[src/rtl/div_man_pkg.sv]
// Shared definitions for the iterative restoring mantissa divider.
package div_man_pkg;

  // Default operand mantissa width (hidden bit included) and quotient width.
  localparam int DIV_OP_W = 12;
  localparam int DIV_Q_W  = 16;

  // Saturated quotient returned on divide-by-zero and overflow.
  localparam logic [DIV_Q_W-1:0] QUOT_SAT = {DIV_Q_W{1'b1}};

  typedef enum logic [1:0] {
    IDLE = 2'd0,
    CALC = 2'd1,
    DONE = 2'd2
  } state_t;

endpackage

[src/rtl/div_man_step.sv]
// One combinational restoring-division step: subtract if possible, then shift.
module div_man_step #(
  parameter int OP_W = 12
) (
  input  logic [OP_W:0]   rem,
  input  logic [OP_W-1:0] div,
  output logic [OP_W:0]   next_rem,
  output logic            q_bit
);

  logic [OP_W:0] diff;

  // Trial subtraction; the caller keeps rem < 2*div so the shift never drops a set bit.
  always_comb begin
    // NOTE: every combinational output gets a value on every path, so no latch is inferred.
    q_bit    = (rem >= {1'b0, div});
    diff     = q_bit ? (rem - {1'b0, div}) : rem;
    next_rem = diff << 1;
  end

endmodule

[src/rtl/div_man_ctrl.sv]
// Iterative restoring mantissa divider: quot = floor(op1 * 2^(Q_W-1) / op2),
// with sticky, divide-by-zero and overflow flags, valid/ready on both sides.
module div_man_ctrl
  import div_man_pkg::*;
#(
  parameter int OP_W = DIV_OP_W,
  parameter int Q_W  = DIV_Q_W
) (
  input  logic            clk,
  input  logic            rst,
  input  logic            in_valid,
  output logic            in_ready,
  input  logic [OP_W-1:0] op1,
  input  logic [OP_W-1:0] op2,
  output logic            out_valid,
  input  logic            out_ready,
  output logic [Q_W-1:0]  quot,
  output logic            sticky,
  output logic            div_zero,
  output logic            ovf
);

  localparam int CNT_W = (Q_W > 1) ? $clog2(Q_W) : 1;
  localparam logic [CNT_W-1:0] CNT_LAST = CNT_W'(Q_W - 1);

  state_t          state, state_nxt;
  logic [OP_W:0]   rem;
  logic [OP_W-1:0] div;
  logic [CNT_W-1:0] counter;

  logic            accept;
  logic            op_zero;
  logic            op_ovf;
  logic [OP_W:0]   step_rem;
  logic            step_bit;

  assign in_ready = (state == IDLE);
  assign accept   = in_valid & in_ready;
  assign op_zero  = (op2 == '0);
  // Quotient fits only if op1 < 2*op2; compared at OP_W+1 bits so 2*op2 cannot wrap.
  assign op_ovf   = ({1'b0, op1} >= {op2, 1'b0});

  div_man_step #(.OP_W(OP_W)) u_step (
    .rem      (rem),
    .div      (div),
    .next_rem (step_rem),
    .q_bit    (step_bit)
  );

  // State register.
  always_ff @(posedge clk or posedge rst) begin
    // NOTE: sequential state uses non-blocking assignments so all registers update together.
    if (rst) state <= IDLE;
    else     state <= state_nxt;
  end

  // Next-state logic: zero/overflow short-circuit straight to DONE.
  always_comb begin
    state_nxt = state;
    case (state)
      IDLE: if (accept) state_nxt = (op_zero || op_ovf) ? DONE : CALC;
      CALC: if (counter == '0) state_nxt = DONE;
      DONE: if (out_ready) state_nxt = IDLE;
      default: state_nxt = IDLE;
    endcase
  end

  // Datapath: operand capture, one restoring step per CALC cycle, result hold in DONE.
  always_ff @(posedge clk or posedge rst) begin
    if (rst) begin
      rem       <= '0;
      div       <= '0;
      counter   <= '0;
      quot      <= '0;
      sticky    <= 1'b0;
      div_zero  <= 1'b0;
      ovf       <= 1'b0;
      out_valid <= 1'b0;
    end else begin
      case (state)
        IDLE: begin
          if (accept) begin
            if (op_zero) begin
              div_zero  <= 1'b1;
              ovf       <= 1'b0;
              sticky    <= 1'b0;
              quot      <= QUOT_SAT;
              out_valid <= 1'b1;
            end else if (op_ovf) begin
              div_zero  <= 1'b0;
              ovf       <= 1'b1;
              sticky    <= 1'b1;
              quot      <= QUOT_SAT;
              out_valid <= 1'b1;
            end else begin
              rem     <= {1'b0, op1};
              div     <= op2;
              quot    <= '0;
              counter <= CNT_LAST;
            end
          end
        end
        CALC: begin
          rem  <= step_rem;
          quot <= {quot[Q_W-2:0], step_bit};
          if (counter == '0) begin
            sticky    <= (step_rem != '0);
            out_valid <= 1'b1;
          end else begin
            counter <= counter - 1'b1;
          end
        end
        DONE: begin
          if (out_ready) begin
            out_valid <= 1'b0;
            sticky    <= 1'b0;
            div_zero  <= 1'b0;
            ovf       <= 1'b0;
          end
        end
        default: out_valid <= 1'b0;
      endcase
    end
  end

endmodule
[config.mk]
export PLATFORM = sky130hd
export DESIGN_NAME = div_man_ctrl
export DESIGN_NICKNAME = d
export VERILOG_FILES = /design/src/rtl/div_man_pkg.sv /design/src/rtl/div_man_step.sv /design/src/rtl/div_man_ctrl.sv
export SDC_FILE = /design/constraint.sdc
export NUM_CORES = 1
export LEC_CHECK = 0
export BUFFER_PORTS_ARGS = -buffer_cell sky130_fd_sc_hd__buf_4
export CAP_MARGIN = 15
export CELL_PAD_IN_SITES_DETAIL_PLACEMENT = 1
export CELL_PAD_IN_SITES_GLOBAL_PLACEMENT = 1
export CORE_MARGIN = 4
export CORE_UTILIZATION = 43
export CTS_CLUSTER_SIZE = 28
export DETAILED_ROUTE_END_ITERATION = 8
export HOLD_SLACK_MARGIN = 0.06
export PLACE_DENSITY_LB_ADDON = 0.2
export SLEW_MARGIN = 20
export SYNTH_ARGS = -nofsm -noshare
export SYNTH_HDL_FRONTEND = slang
export SYNTH_SLANG_ARGS = --single-unit
export TNS_END_PERCENT = 20
[constraint.sdc]
create_clock -name clk -period 7.78 [get_ports clk]
set_clock_uncertainty 0.05 [all_clocks]
set_input_delay 1.556 -clock clk [delete_from_list [all_inputs] [get_ports clk]]
set_output_delay 1.556 -clock clk [all_outputs]
set_load 0.02 [all_outputs]
-- Word-level counts from Yosys, hierarchy flattened
Cells that the tools add are included.
- bits in registers: 51
- input bits: 28
- output and inout bits: 21
- logic and storage cells: 75
- add/subtract/negate cells: 2
- $lt $le $gt $ge: 2
- eq/ne operators: 9
- muxes and demuxes: 34
- bitwise logic cells: 3
- reduce and logical (&&, ||, !) cells: 16
- operator list (kind ; number):
    two-way mux 16 bit ; 3
    two-way mux 13 bit ; 3
    one-hot mux 16 bit (2 select lines) ; 1
    one-hot mux 13 bit (2 select lines) ; 1
    two-way mux 4 bit ; 4
    AND reduction 4 bit ; 4
    >= comparator 12 x 13 -> 1 bit ; 1
    >= comparator 13 x 12 -> 1 bit ; 1
    nonzero test 13 bit ; 1
    zero test 12 bit ; 1
    two-way mux 12 bit ; 1
    subtractor 12 bit ; 1
    two-way mux 1 bit ; 11
    != test 2 bit (second input constant) ; 5
    AND reduction 5 bit ; 2
    two-way mux 2 bit ; 4
    one-hot mux 4 bit (2 select lines) ; 1
    one-hot mux 1 bit (3 select lines) ; 2
    one-hot mux 2 bit (3 select lines) ; 1
    zero test 4 bit ; 1
    one-hot mux 1 bit (2 select lines) ; 2
    nonzero test 2 bit ; 2
    subtractor 4 x 1 -> 4 bit (second input constant) ; 1
    != test 3 x 1 -> 1 bit (second input constant) ; 1
    10 further kinds ; 11

-- Logic depth before layout (Yosys ltp)
- depth after elaboration: 5
- gate-level depth with buffers: 12
- gate-level depth less buffers: 11

-- Cells and area by module
Synthesis repeated with hierarchy kept, for this count alone.
- cell total of the unflattened synthesis: 368
- area, all modules: 3653.5 µm²
- modules (own cells, without submodules) (module ; times used ; cells each ; area an instance (µm²) ; seq. area each (µm²)):
    div_man_ctrl ; 1 ; 258 ; 2786.4 ; 1276.2
    div_man_step ; 1 ; 110 ; 867.1 ; 0.0

-- Least setup slack after synthesis
Ideal clock, no wire load.
- path kind: in2reg
- start point: input op2[5]
- end point: register quot[0]
- library setup time: 0.126 ns
- data arrival time: 3.579 ns
- required time: 7.604 ns
- path slack: 4.025 ns
- stages: 10
- path buffers: 1
- cell sequence: inv_1 > ha_1 > a21oi_1 > nor2_1 > a2111oi_0 > a21oi_1 > nor3_1 > a2bb2oi_1 > buf_2 > a21oi_1
- longest elaborated chain between the ends: 5
- elaborated cells between the ends (all ways): 6
- those cells by class: 1 x order compare; 4 x mux; 1 x reduce/logical
- RTL lines (element ; line ; source):
    start, declared ; div_man_ctrl.sv:14 ; input logic [OP_W-1:0] op2,
    >= comparator 12 x 13 -> 1 bit ; div_man_ctrl.sv:41 ; assign op_ovf = ({1'b0, op1} >= {op2, 1'b0});
    two-way mux 16 bit ; div_man_ctrl.sv:89 ; end else if (op_ovf) begin
    two-way mux 16 bit * ; div_man_ctrl.sv:83 ; if (op_zero) begin
    two-way mux 16 bit * ; div_man_ctrl.sv:82 ; if (accept) begin
    one-hot mux 16 bit (2 select lines) * ; div_man_ctrl.sv:80 ; case (state)
    end signal, assigned ; div_man_ctrl.sv:105 ; quot <= {quot[Q_W-2:0], step_bit};
    end, declared ; div_man_ctrl.sv:17 ; output logic [Q_W-1:0] quot,
Mark *: on every way between the ends. The rest lies on a longest branch, timed or not. The select of a mux whose other input is x is not followed.
A chain may end at the register's enable or synchronous reset.

-- Worst setup path after layout
- start point: input op2[5]
- end point: register rem[8]
- longest elaborated chain between the ends: 3
- elaborated cells between the ends (all ways): 5
- those cells by class: 1 x order compare; 2 x eq/ne; 2 x reduce/logical
- RTL lines (element ; line ; source):
    >= comparator 12 x 13 -> 1 bit or zero test 12 bit (tied branches) ; div_man_ctrl.sv:41, div_man_ctrl.sv:39 ;
    != test 2 bit (no source line) ; n/a ;
    AND reduction 4 bit (no source line) * ; n/a ;
    end signal, assigned ; div_man_ctrl.sv:96 ; rem <= {1'b0, op1};
    end signal, assigned ; div_man_ctrl.sv:104 ; rem <= step_rem;
    end, declared ; div_man_ctrl.sv:27 ; logic [OP_W:0] rem;
Mark *: on every way between the ends. The rest lies on a longest branch, timed or not.

==> results.json <==
{
  "status": "completed",
  "slowest_stage": "nor2_1",
  "drt_iter0_markers": 152,
  "worst_setup_path_start_kind": "input port",
  "die_w_um": 95.3,
  "cp_max_fo": 11,
  "grt_max_degree": 52,
  "place_hpwl_um": 7210,
  "clock-root-buffer": "clkbuf_8",
  "p_leak_uw": 0.00177,
  "cts_tree": "done",
  "slew_violations": 0,
  "peakVddDrop_mv": 0.241,
  "drt-pass1-iter-count": 4,
  "cts_buffer_depth": 2,
  "layout.nets": 482,
  "grt_pass1_wl_um": 15700,
  "rows": 31,
  "synth-edff-count": 0,
  "avgSynthCellArea_um2": 8.69,
  "synthArstFlopShare_pct": 100,
  "setup_viol": 0,
  "crit_path_end_kind": "flop",
  "critPathMostFrequentCell": "a21oi_1",
  "cts_inserted_buffers": 5,
  "seq_area_frac_synth_pct": 39.0,
  "io_pins": 49,
  "clk_latency_ps": 310,
  "holdWs_ps": 470,
  "floorplan.die_area_um2": 9080,
  "wl_um": 9260,
  "cpPeakStageDelay_ps": 650,
  "overflow": 0,
  "coreArea_um2": 7330,
  "viasPerCell": 5.59,
  "path_clk_slew_ps": 100,
  "place.gp.congestion": 0.883,
  "final_cells": 525,
  "fp.dieH_um": 95.3,
  "tightest_slew_ps": 830,
  "ys_warn_count": 0,
  "port_buffers": 48,
  "grt_pass1_vias": 3129,
  "antennaDiodeCount": 0,
  "maxCapViolations": 0,
  "period_share_pct": 50.7,
  "slew_headroom_pct": 44.7,
  "initial_core_util_pct": 44.7,
  "cp.arrival_ps": 4050,
  "hold_viol_final": 0,
  "p_per_area_nw_per_um2": 497,
  "synth_cell_type_count": 56,
  "critPathRequiredTime_ps": 7880,
  "rsz0062_at_grt": "no",
  "path_cells": "buf_4, inv_1, ha_1, a21oi_1, nor2_1, a2111oi_0, a21oi_1, o21ai_1, nand2_1, nor2_1, a21oi_1",
  "max_freq_mhz": 253,
  "cts_resized": 0,
  "syn-num-nets": 434,
  "synthCells": 377,
  "fin_tns_setup_ps": 0,
  "layout_min_cycle_time_ps": 3950,
  "crit_buf_inv": 2,
  "utilization_pct": 52.4,
  "place_inst": 517,
  "drive_above_1_share_pct": 17.1,
  "synth_ff_type": "dfrtp_1",
  "fill_cells": 880,
  "drcViolationCount": 0,
  "antenna_found_initial": 0,
  "vias": 2933,
  "post_drt_wl_per_cell_um": 17.6,
  "pre_cts_slack_ps": 3470,
  "hp-class": "reg -> reg",
  "clkSinkCount": 51,
  "crit_family": "compound AO/OA/AOI/OAI gates",
  "crit_type": "in -> reg",
  "syn_area_um2": 3270,
  "antenna_left": 0,
  "grt_usage_pct": 22.1,
  "hold_buffers": 0,
  "fin_ws_ps": 3830,
  "cts_setup_buffers": 0,
  "area_growth_pct": 17.4,
  "htree_levels": 2,
  "ys_ff_latch": 51
}
## report_power, final
group	switching, µW	internal (µW)
registers	87.7	384
clock network	95.9	66.4
logic	773	502
total	957	953
## area by class of cell
type	count	area, µm²	share of cell area [%]
Clock buffer	5	68.8	1.79
Sequential cell	51	1280	33.2
Tap cell	99	124	3.22
Timing Repair Buffer	53	398	10.3
Clock inverter	3	26.3	0.683
Inverter	37	139	3.61
Multi-Input combinational cell	277	1810	47.2
## worst paths after layout
path                            from          to  slack (ps)  cells past startpoint
max                           op2[5]      rem[8]        3830                     11
max reg2reg                 state[1]      rem[8]        4440                      8
min in group asynchronous        rst      div[5]        1370                      3
min reg2reg                out_valid   out_valid         470                      1
max in group asynchronous        rst  counter[0]        5870                      3
min                        out_valid   out_valid         470                      1
## logic make-up after synthesis
group	after synthesis	synth area share [%]
multiplexers	12	3.78
flip-flops	51	39.0
adder cells (fa/ha/maj)	29	11.3
buffers and inverters	49	5.66
AND/OR/NAND/NOR	118	17.0
XOR/XNOR	7	1.87
AO/OA/AOI/OAI	111	21.4
## Yosys cell counts, drive strengths merged, types with 2 or more instances
cell	number	area, µm²
dfrtp	51	1280
nand2	46	173
a21oi	44	220
inv	36	135
nor2	32	120
ha	28	350
o21ai	23	115
clkbuf	11	41.3
o22ai	11	68.8
mux2i	9	90.1
nand3	9	57.6
nor3	8	45.0
nor4	5	31.3
o31ai	5	56.3
xor2	4	35.0
a21o	3	22.5
mux2	3	33.8
nand2b	3	18.8
o21a	3	22.5
or3	3	18.8
xnor2	3	26.3
a2111oi	2	23.8
a21boi	2	15.0
a2bb2oi	2	17.5
and2	2	15.0
nand3b	2	15.0
nor2b	2	12.5
o2111ai	2	17.5
o21bai	2	15.0
o32a	2	20.0
or4b	2	20.0
## flip-flops by register name, summed over array words and instances, names as in the netlist
name	count
out_valid	1
div	12
rem	13
sticky	1
div_zero	1
ovf	1
counter	4
quot	16
state	2
## cell usage in the layout (no fill, tap or decap), types with 7 or more instances in the layout
cell type	n
nand2_1	46
a21oi_1	44
mux2i_1	9
o22ai_1	11
buf_4	53
o21ai_0	19
nor3_1	7
dfrtp_1	51
inv_1	34
ha_1	28
nor2_1	32
nand3_1	8
## per-layer routing
metal  vias up  track usage, %  part of all wire [%]
li1       1424               -                     -
met1      1445            30.9                    46
met2        52            36.2                    48
met3        12            2.45                   3.6
met4         0            6.01                   1.8
met5         -               0                     0
## metrics by stage
| step | area [µm²] | total power (µW) |
|---|---|---|
| after floorplan | 3270 | 1370 |
| after global placement | 3750 | 1690 |
| after detailed placement | 3750 | 1740 |
| after CTS | 3840 | 1920 |
| after global routing | 3840 | 2090 |
| final | 3840 | 1910 |
Note: power is estimated with default switching activity, not from simulation.
